[src/rtl/flu_edit_insert_4b.sv]
// Inline FLU stage that overwrites four consecutive packet bytes with a per-packet
// 32-bit header value at a packet-relative byte offset; framing passes through untouched.
module flu_edit_insert_4b #(
    parameter int DATA_WIDTH    = 512,
    parameter int SOP_POS_WIDTH = 3,
    parameter int EOP_POS_WIDTH = $clog2(DATA_WIDTH/8),
    parameter int OFFSET_WIDTH  = 10,
    parameter bit INPUT_PIPE    = 1'b1
) (
    input  logic                     clk,
    input  logic                     reset,
    input  logic [DATA_WIDTH-1:0]    rx_data,
    input  logic [SOP_POS_WIDTH-1:0] rx_sop_pos,
    input  logic [EOP_POS_WIDTH-1:0] rx_eop_pos,
    input  logic                     rx_sop,
    input  logic                     rx_eop,
    input  logic                     rx_src_rdy,
    output logic                     rx_dst_rdy,
    input  logic [31:0]              hdr_data,
    input  logic [OFFSET_WIDTH-1:0]  hdr_offset,
    input  logic                     hdr_en,
    input  logic                     hdr_src_rdy,
    output logic                     hdr_dst_rdy,
    output logic [DATA_WIDTH-1:0]    tx_data,
    output logic [SOP_POS_WIDTH-1:0] tx_sop_pos,
    output logic [EOP_POS_WIDTH-1:0] tx_eop_pos,
    output logic                     tx_sop,
    output logic                     tx_eop,
    output logic                     tx_src_rdy,
    input  logic                     tx_dst_rdy
);

    localparam int WB = DATA_WIDTH / 8;
    localparam int G  = WB >> SOP_POS_WIDTH;
    localparam int CW = OFFSET_WIDTH + 1;
    localparam int RW = CW + 1;
    localparam logic [CW-1:0] CNT_MAX = '1;

    logic [DATA_WIDTH-1:0]    e_data;
    logic [SOP_POS_WIDTH-1:0] e_sop_pos;
    logic [EOP_POS_WIDTH-1:0] e_eop_pos;
    logic                     e_sop;
    logic                     e_eop;
    logic                     e_vld;
    logic                     e_rdy;
    logic                     e_take;
    logic                     out_rdy;

    logic [CW-1:0]            cnt;
    logic                     in_pkt;
    logic                     en_q;
    logic [31:0]              data_q;
    logic [OFFSET_WIDTH-1:0]  off_q;

    logic [RW-1:0]            sop_byte;
    logic [RW-1:0]            eop_w;
    logic [RW-1:0]            jw;
    logic                     new_ends_here;
    logic                     old_ends_here;
    logic [DATA_WIDTH-1:0]    edit_data;

    function automatic logic in_window(input logic [RW-1:0] r, input logic [OFFSET_WIDTH-1:0] off);
        return (r >= RW'(off)) && ((r - RW'(off)) < RW'(4));
    endfunction

    function automatic logic [1:0] win_idx(input logic [RW-1:0] r, input logic [OFFSET_WIDTH-1:0] off);
        logic [RW-1:0] d;
        d = r - RW'(off);
        return d[1:0];
    endfunction

    // Reset also blocks both handshakes so nothing is consumed while the stage is cleared.
    assign out_rdy     = ~reset & (~tx_src_rdy | tx_dst_rdy);
    assign e_rdy       = out_rdy & (~e_sop | hdr_src_rdy);
    assign e_take      = e_vld & e_rdy;
    assign hdr_dst_rdy = out_rdy & e_vld & e_sop & hdr_src_rdy;

    generate
        if (INPUT_PIPE) begin : g_pipe
            logic [DATA_WIDTH-1:0]    p_data;
            logic [SOP_POS_WIDTH-1:0] p_sop_pos;
            logic [EOP_POS_WIDTH-1:0] p_eop_pos;
            logic                     p_sop;
            logic                     p_eop;
            logic                     p_vld;

            always_ff @(posedge clk or posedge reset) begin
                if (reset) begin
                    p_vld     <= 1'b0;
                    p_data    <= '0;
                    p_sop_pos <= '0;
                    p_eop_pos <= '0;
                    p_sop     <= 1'b0;
                    p_eop     <= 1'b0;
                end else if (rx_dst_rdy) begin
                    p_vld <= rx_src_rdy;
                    if (rx_src_rdy) begin
                        p_data    <= rx_data;
                        p_sop_pos <= rx_sop_pos;
                        p_eop_pos <= rx_eop_pos;
                        p_sop     <= rx_sop;
                        p_eop     <= rx_eop;
                    end
                end
            end

            assign rx_dst_rdy = ~reset & (~p_vld | e_rdy);
            assign e_vld      = p_vld;
            assign e_data     = p_data;
            assign e_sop_pos  = p_sop_pos;
            assign e_eop_pos  = p_eop_pos;
            assign e_sop      = p_sop;
            assign e_eop      = p_eop;
        end else begin : g_nopipe
            assign rx_dst_rdy = e_rdy;
            assign e_vld      = rx_src_rdy;
            assign e_data     = rx_data;
            assign e_sop_pos  = rx_sop_pos;
            assign e_eop_pos  = rx_eop_pos;
            assign e_sop      = rx_sop;
            assign e_eop      = rx_eop;
        end
    endgenerate

    // A word carrying SOP and an EOP at or after it holds a whole packet; otherwise the EOP closes the old one.
    assign sop_byte      = RW'(e_sop_pos) * RW'(G);
    assign eop_w         = RW'(e_eop_pos);
    assign new_ends_here = e_sop & e_eop & (eop_w >= sop_byte);
    assign old_ends_here = e_eop & ~new_ends_here;

    always_comb begin
        edit_data = e_data;
        jw        = '0;
        for (int j = 0; j < WB; j++) begin
            jw = RW'(j);
            if (in_pkt && en_q && (old_ends_here ? (jw <= eop_w) : (!e_sop || jw < sop_byte))
                && in_window(RW'(cnt) + jw, off_q))
                edit_data[8*j +: 8] = data_q[8*win_idx(RW'(cnt) + jw, off_q) +: 8];
            // The new packet's edit comes straight from the header inputs, which are being consumed now.
            if (e_sop && hdr_en && jw >= sop_byte && (!new_ends_here || jw <= eop_w)
                && in_window(jw - sop_byte, hdr_offset))
                edit_data[8*j +: 8] = hdr_data[8*win_idx(jw - sop_byte, hdr_offset) +: 8];
        end
    end

    always_ff @(posedge clk or posedge reset) begin
        if (reset) begin
            cnt    <= '0;
            in_pkt <= 1'b0;
            en_q   <= 1'b0;
            data_q <= '0;
            off_q  <= '0;
        end else if (e_take) begin
            if (e_sop) begin
                cnt    <= CW'(WB) - CW'(sop_byte);
                in_pkt <= ~new_ends_here;
                en_q   <= hdr_en;
                data_q <= hdr_data;
                off_q  <= hdr_offset;
            end else if (in_pkt) begin
                cnt <= (cnt > CNT_MAX - CW'(WB)) ? CNT_MAX : cnt + CW'(WB);
                if (e_eop)
                    in_pkt <= 1'b0;
            end
        end
    end

    always_ff @(posedge clk or posedge reset) begin
        if (reset) begin
            tx_src_rdy <= 1'b0;
            tx_data    <= '0;
            tx_sop_pos <= '0;
            tx_eop_pos <= '0;
            tx_sop     <= 1'b0;
            tx_eop     <= 1'b0;
        end else if (out_rdy) begin
            tx_src_rdy <= e_take;
            if (e_take) begin
                tx_data    <= edit_data;
                tx_sop_pos <= e_sop_pos;
                tx_eop_pos <= e_eop_pos;
                tx_sop     <= e_sop;
                tx_eop     <= e_eop;
            end
        end
    end

endmodule

[config.mk]
export PLATFORM = sky130hd
export DESIGN_NAME = flu_edit_insert_4b
export DESIGN_NICKNAME = d
export VERILOG_FILES = /design/src/rtl/flu_edit_insert_4b.sv
export SDC_FILE = /design/constraint.sdc
export NUM_CORES = 2
export LEC_CHECK = 0
export ABC_AREA = 0
export CAP_MARGIN = 20
export CORE_ASPECT_RATIO = 0.5
export CORE_MARGIN = 10
export CORE_UTILIZATION = 35
export CTS_CLUSTER_DIAMETER = 80
export CTS_CLUSTER_SIZE = 16
export DETAILED_ROUTE_END_ITERATION = 16
export DONT_BUFFER_PORTS = 1
export PLACE_DENSITY = 0.5
export REMOVE_ABC_BUFFERS = 1
export SLEW_MARGIN = 25
export SYNTH_ARGS = -nofsm -noshare
export SYNTH_HDL_FRONTEND = slang
export SYNTH_SLANG_ARGS = --single-unit
[constraint.sdc]
create_clock -name clk -period 35.6 [get_ports clk]
set_input_delay 5.34 -clock clk [delete_from_list [all_inputs] [get_ports clk]]
set_output_delay 5.34 -clock clk [all_outputs]
set_load 0.03 [all_outputs]
### Word-level counts from Yosys, hierarchy flattened

Index checks and enable logic that the tools add are counted.

| word-level totals | value |
|---|---|
| bits of input ports | 571 |
| register bits after elaboration | 1,103 |
| word-level logic and storage cells | 1,653 |
| output and inout port bits | 526 |

| operators by class | value |
|---|---|
| shift-type cells | 128 |
| reduce and logical (&&, ||, !) cells | 585 |
| mux-type cells | 198 |
| $add $sub $neg | 257 |
| bitwise logic cells | 18 |
| magnitude comparators | 450 |

Operators with widths:

| operator | count |
|---|---|
| variable part select 32 x 6 -> 8 bit | 128 |
| less-than comparator 12 x 3 -> 1 bit (second input constant) | 128 |
| >= comparator 12 x 10 -> 1 bit | 127 |
| 2-to-1 mux 8 bit | 128 |
| subtractor 7 x 11 -> 12 bit | 64 |
| subtractor 12 x 10 -> 12 bit | 63 |
| logical AND 1 bit | 450 |
| adder 11 x 6 -> 12 bit (second input constant) | 32 |
| subtractor 6 x 6 -> 7 bit (first input constant) | 32 |
| adder 11 x 5 -> 12 bit (second input constant) | 16 |
| >= comparator 6 bit (first input constant) | 32 |
| <= comparator 6 bit (first input constant) | 32 |
| less-than comparator 6 bit (first input constant) | 32 |
| logical OR 1 bit | 128 |
| subtractor 5 x 6 -> 7 bit (first input constant) | 16 |
| adder 11 x 4 -> 12 bit (second input constant) | 8 |
| >= comparator 5 x 6 -> 1 bit (first input constant) | 16 |
| <= comparator 5 x 6 -> 1 bit (first input constant) | 16 |
| less-than comparator 5 x 6 -> 1 bit (first input constant) | 16 |
| 2-to-1 mux 1 bit | 67 |
| subtractor 4 x 6 -> 7 bit (first input constant) | 8 |
| adder 11 x 3 -> 12 bit (second input constant) | 4 |
| >= comparator 4 x 6 -> 1 bit (first input constant) | 8 |
| <= comparator 4 x 6 -> 1 bit (first input constant) | 8 |
| other kinds (28) | 77 |

### Depth between registers and ports, before layout

| depth | value |
|---|---|
| depth after elaboration | 9 |
| mapped depth | 21 |
| mapped depth without buffers | 17 |

### Worst setup path before layout

OpenSTA, ideal clock, no wires.

| path | value |
|---|---|
| kind | in2out |
| start | in tx_dst_rdy |
| end | out hdr_dst_rdy |
| data arrival time | 6.710 ns |
| setup slack | 23.550 ns |
| stages | 6 |
| data required time | 30.260 ns |
| buffers on the path | 3 |
| cells stage by stage | inv_1 > a21oi_1 > and4_1 > clkbuf_1 > clkbuf_1 > clkbuf_1 |

| between the ends | value |
|---|---|
| word-level cells in the longest chain between the ends | 5 |

RTL lines:

| item | line | RTL |
|---|---|---|
| start, declared | 30 | `input logic tx_dst_rdy` |
| OR 1 bit | 73 | `assign out_rdy = ~reset & (~tx_src_rdy \| tx_dst_rdy);` |
| bitwise AND 1 bit | 73 |  |
| bitwise AND 1 bit (3 in a row) | 76 | `assign hdr_dst_rdy = out_rdy & e_vld & e_sop & hdr_src_rdy;` |
| end, declared | 23 | `output logic hdr_dst_rdy,` |

No other way between the ends.

### Worst setup path in the final report

| path | value |
|---|---|
| start | in tx_dst_rdy |
| end | out rx_dst_rdy |

| between the ends | value |
|---|---|
| word-level cells in the longest chain between the ends | 5 |

RTL lines:

| item | line | RTL |
|---|---|---|
| OR 1 bit | 73 |  |
| bitwise AND 1 bit | 73 |  |
| bitwise AND 1 bit | 74 | `assign e_rdy = out_rdy & (~e_sop \| hdr_src_rdy);` |
| OR 1 bit | 107 | `assign rx_dst_rdy = ~reset & (~p_vld \| e_rdy);` |
| bitwise AND 1 bit | 107 |  |
| end, declared | 18 | `output logic rx_dst_rdy,` |

No other way between the ends.

==> reports/results.tsv <==
stage	metric	value	unit
worst_setup_path	CP endpoint kind	output port	
yosys	synthesized cell area	0.0834	mm2
routing	number of nets with antenna violations after detailed routing	0	
yosys	async set-reset flop share out of synthesis	100	%
floorplanning	Core Box Area	0.236	mm2
cts	Clock Latency Late Sink	0.74	ns
yosys	number of warnings printed during yosys synthesis	0	
timing	actual transition at the worst max-transition pin	1.31	ns
cts	number of buffers created by CTS	83	
yosys	area share of the largest cell type after synthesis	33.0	%
worst_hold_path	Hold Path End	e_data[365]	
worst_setup_path	worst reg2reg endpoint	tx_data[174]	
worst_setup_path	data required time at the worst endpoint	30.26	ns
status	result of the run	finished, final reports clean	
placement	DP Wirelength	373	mm
timing	final setup violating endpoints	0	
finish	fillcell total	24200	
yosys	Primary FF master, synth	sky130_fd_sc_hd__dfrtp_1	
routing	DR iter-0 viols	11600	
routing	DRC violations left	0	
power_and_ir_drop	P_leak	36.3	nW
worst_setup_path	worst reg-to-reg setup slack	28.67	ns
routing	total wirelength of the detailed-routed design	482	mm
timing	max-slew violation count	0	
placement	Port-buffer cells	0	
grt	Total Routing Usage GR	35.1	%
grt	overall overflow remaining after global route	0	
worst_hold_path	Hold Crit Class	register to register	
worst_hold_path	depth of the worst hold-timing path	1	
timing	final clock skew	0.0442	ns
worst_hold_path	start point of the worst min-delay path	e_data[365]	
finish	share of layout cells above drive strength 1	15.1	%
floorplanning	die area	0.259	mm2
grt	first-pass GRT wire length	646	mm
floorplanning	initial core utilization	35.3	%
floorplanning	I/O Pins	1097	
worst_setup_path	critical path's slowest cell	sky130_fd_sc_hd__a21oi_1	
yosys	count of state elements after synthesis	1101	
placement	RD Place Congestion	1.08	
cts	number of clock sinks seen by CTS	1101	
grt	number of global-route vias before repair	74600	
timing	Max transition margin	11.9	%
timing	RSZ-0062 raised after global routing	no	
grt	pin count of the biggest net entering global routing	130	
yosys	sequential fraction of the synthesis area	33.0	%
grt	antenna violations before repair	143	
worst_setup_path	sort of element at the start of the critical path	primary input	
routing	ratio of routed vias to standard cells	6.73	
cts	Reg clk slew, reported paths	0.07	ns
finish	layout net count	9755	
cts	CTS tree	built	
timing	final hold slack	0.505	ns
cts	post-cts repair resize count	0	
floorplanning	Die Ht	365	um
timing	Max Freq	83.8	MHz
yosys	cell types with the largest area share after synthesis	sky130_fd_sc_hd__dfrtp_1 33%, sky130_fd_sc_hd__mux2_2 9.2%, sky130_fd_sc_hd__mux2i_1 6.2%, sky130_fd_sc_hd__xnor2_1 4.3%, sky130_fd_sc_hd__ha_1 4.0%	
worst_setup_path	kind of critical path	primary input to output port	
cts	H-tree lvl count	3	
timing	time the final worst path needs with I/O delays and setup	11.93	ns
routing	via count	81700	
timing	Final Cycle Share	33.5	%
routing	number of iterations in the first detailed-routing pass	6	
worst_setup_path	Data arrival, critical path	6.59	ns
routing	Wirelength per Cell	39.8	um
yosys	Post-synth EDFFs	0	
floorplanning	overall die width	710	um
yosys	top cell types by occurrence after synthesis	1101 x sky130_fd_sc_hd__dfrtp_1, 802 x sky130_fd_sc_hd__nand2_1, 681 x sky130_fd_sc_hd__mux2_2	
power_and_ir_drop	IR drop worst, VDD	0.0000830	V
worst_setup_path	reg2reg path depth	15	
yosys	cell type with the largest total area after synthesis	sky130_fd_sc_hd__dfrtp_1	
cts	number of hold-repair buffers added at the cts stage	0	
worst_setup_path	most frequent cell on the critical path	sky130_fd_sc_hd__a21oi_1	
finish	Syn-to-layout area delta	7.89	%
worst_setup_path	critical path's largest stage delay	0.71	ns
cts	clock buffer depth	3	
yosys	Synth Area per Inst	9.09	um2
cts	Clock Root Buffer	sky130_fd_sc_hd__clkbuf_16	
flow_run	count of maximum capacitance violations	0	
worst_setup_path	worst path cell trace	inv_1, a21oi_1, nand2_1, a21oi_1	
timing	final number of hold-violating endpoints	0	
cts	Post-CTS Setup Repair Bufs	0	
yosys	post-synth cell types	121	
finish	final core utilization	38.0	%
yosys	post-synthesis instance total	9171	
floorplanning	Site Rows	126	
power_and_ir_drop	power density over the cells	134	mW/mm2
yosys	dominant cell by count in the synthesized netlist	sky130_fd_sc_hd__dfrtp_1	
worst_setup_path	startpoint of the worst register-to-register path	cnt[2]	
worst_setup_path	Max Fanout on Critical Path	4	
==> power by group <==
group	switching [mW]	internal [mW]	total (mW)	leakage, nW
sequential	1.15	1.75	2.90	13.1
combinational	5.55	2.66	8.21	22.0
clock	0.507	0.431	0.938	1.13
==> metrics by stage <==
| step | power [mW] | cells | TNS (ns) | cell area (um2) | setup WS (ns) |
|---|---|---|---|---|---|
| 2_1_floorplan | 7.86 | 8547 | -814.35 | 80900 | -0.740 |
| 3_3_place_gp | 10.7 | 12000 | 0 | 87200 | 23.62 |
| 3_5_place_dp | 10.7 | 12000 | 0 | 87300 | 23.69 |
| 4_1_cts | 11.7 | 12100 | 0 | 89600 | 23.68 |
| 5_1_grt | 12.5 | 12100 | 0 | 89900 | 23.63 |
| 6_report | 12.0 | 12100 | 0 | 89900 | 23.67 |
==> worst max-delay path, delay by kind of cell <==
family,cells,cell delay (ns)
AND/OR/NAND/NOR,1,0.13
AO/OA/AOI/OAI,2,1.08
buffers and inverters,1,0.03
==> flip-flops by register name (all words and copies together) (netlist names), 3 cells and up <==
signal	flops
e_data	512
cnt	9
e_sop_pos	3
tx_data	512
tx_eop_pos	6
data_q	32
e_eop_pos	6
off_q	10
tx_sop_pos	3
==> cell families after synthesis <==
group	count (synthesis)	share of synthesized area (%)
AOI/OAI and AO/OA	2604	20.9
and+or+nand+nor	2559	15.2
muxes	1251	16.9
DFF	1101	33.0
buffers and inverters	813	3.82
xor gates and xnor gates	572	6.01
adders and majority gates	271	4.12
==> layer usage <==
metal	share of wire, %	track usage [%]
met1	40	45.3
met2	41	49.6
met3	14	16.3
met4	5.1	15.7
met5	0.18	0.477
==> cell usage in the layout, fill, tap and decap left out, types with 27 or more instances in the layout <==
master and instances:
sky130_fd_sc_hd__a221o_1 76, sky130_fd_sc_hd__o21bai_1 27, sky130_fd_sc_hd__a22oi_1 75, sky130_fd_sc_hd__mux2i_1 513, sky130_fd_sc_hd__xnor2_1 411, sky130_fd_sc_hd__ha_1 264, sky130_fd_sc_hd__o221ai_1 96, sky130_fd_sc_hd__diode_2 70
sky130_fd_sc_hd__nand3_1 228, sky130_fd_sc_hd__a21oi_1 577, sky130_fd_sc_hd__and2_1 93, sky130_fd_sc_hd__nor3_1 257, sky130_fd_sc_hd__xor2_1 161, sky130_fd_sc_hd__nand4_1 105, sky130_fd_sc_hd__nand3b_1 31, sky130_fd_sc_hd__o22ai_1 147
sky130_fd_sc_hd__clkbuf_16 84, sky130_fd_sc_hd__o31ai_1 37, sky130_fd_sc_hd__dfrtp_1 1096, sky130_fd_sc_hd__and3_1 54, sky130_fd_sc_hd__o21a_1 62, sky130_fd_sc_hd__o211ai_1 106, sky130_fd_sc_hd__buf_4 268, sky130_fd_sc_hd__o21ai_0 586
sky130_fd_sc_hd__o21ai_1 46, sky130_fd_sc_hd__or3_1 65, sky130_fd_sc_hd__mux2_2 681, sky130_fd_sc_hd__nand2b_1 85, sky130_fd_sc_hd__nor2b_1 52, sky130_fd_sc_hd__nor4_1 49, sky130_fd_sc_hd__a211oi_1 93, sky130_fd_sc_hd__a221oi_1 35
sky130_fd_sc_hd__mux4_2 56, sky130_fd_sc_hd__nor2_1 516, sky130_fd_sc_hd__a21o_1 152, sky130_fd_sc_hd__o2111ai_1 38, sky130_fd_sc_hd__a31oi_1 123, sky130_fd_sc_hd__nand2_1 801, sky130_fd_sc_hd__or2_2 46, sky130_fd_sc_hd__inv_1 174
==> worst max-delay path by stage <==
stage	start	depth (start not counted)	end	slack (ns)
final	tx_dst_rdy	4	rx_dst_rdy	23.67
after global routing	tx_dst_rdy	4	rx_dst_rdy	23.63
after CTS	tx_dst_rdy	4	rx_dst_rdy	23.68
after detailed placement	tx_dst_rdy	4	rx_dst_rdy	23.69
after global placement	tx_dst_rdy	4	rx_dst_rdy	23.62
after floorplan	reset	1	cnt[10]	-0.74
==> cell type report <==
cell class	instances	area (um2)	share of cell area, %
antenna	70	175	0.195
clock buffer	86	2110	2.35
clock inverter	14	199	0.221
inverter	189	717	0.797
multi-input combinational	7257	53000	59.0
sequential	1101	27600	30.6
tap	3136	3920	4.36
timing repair buffer	281	2210	2.46
(Power assumes the default switching activity.)
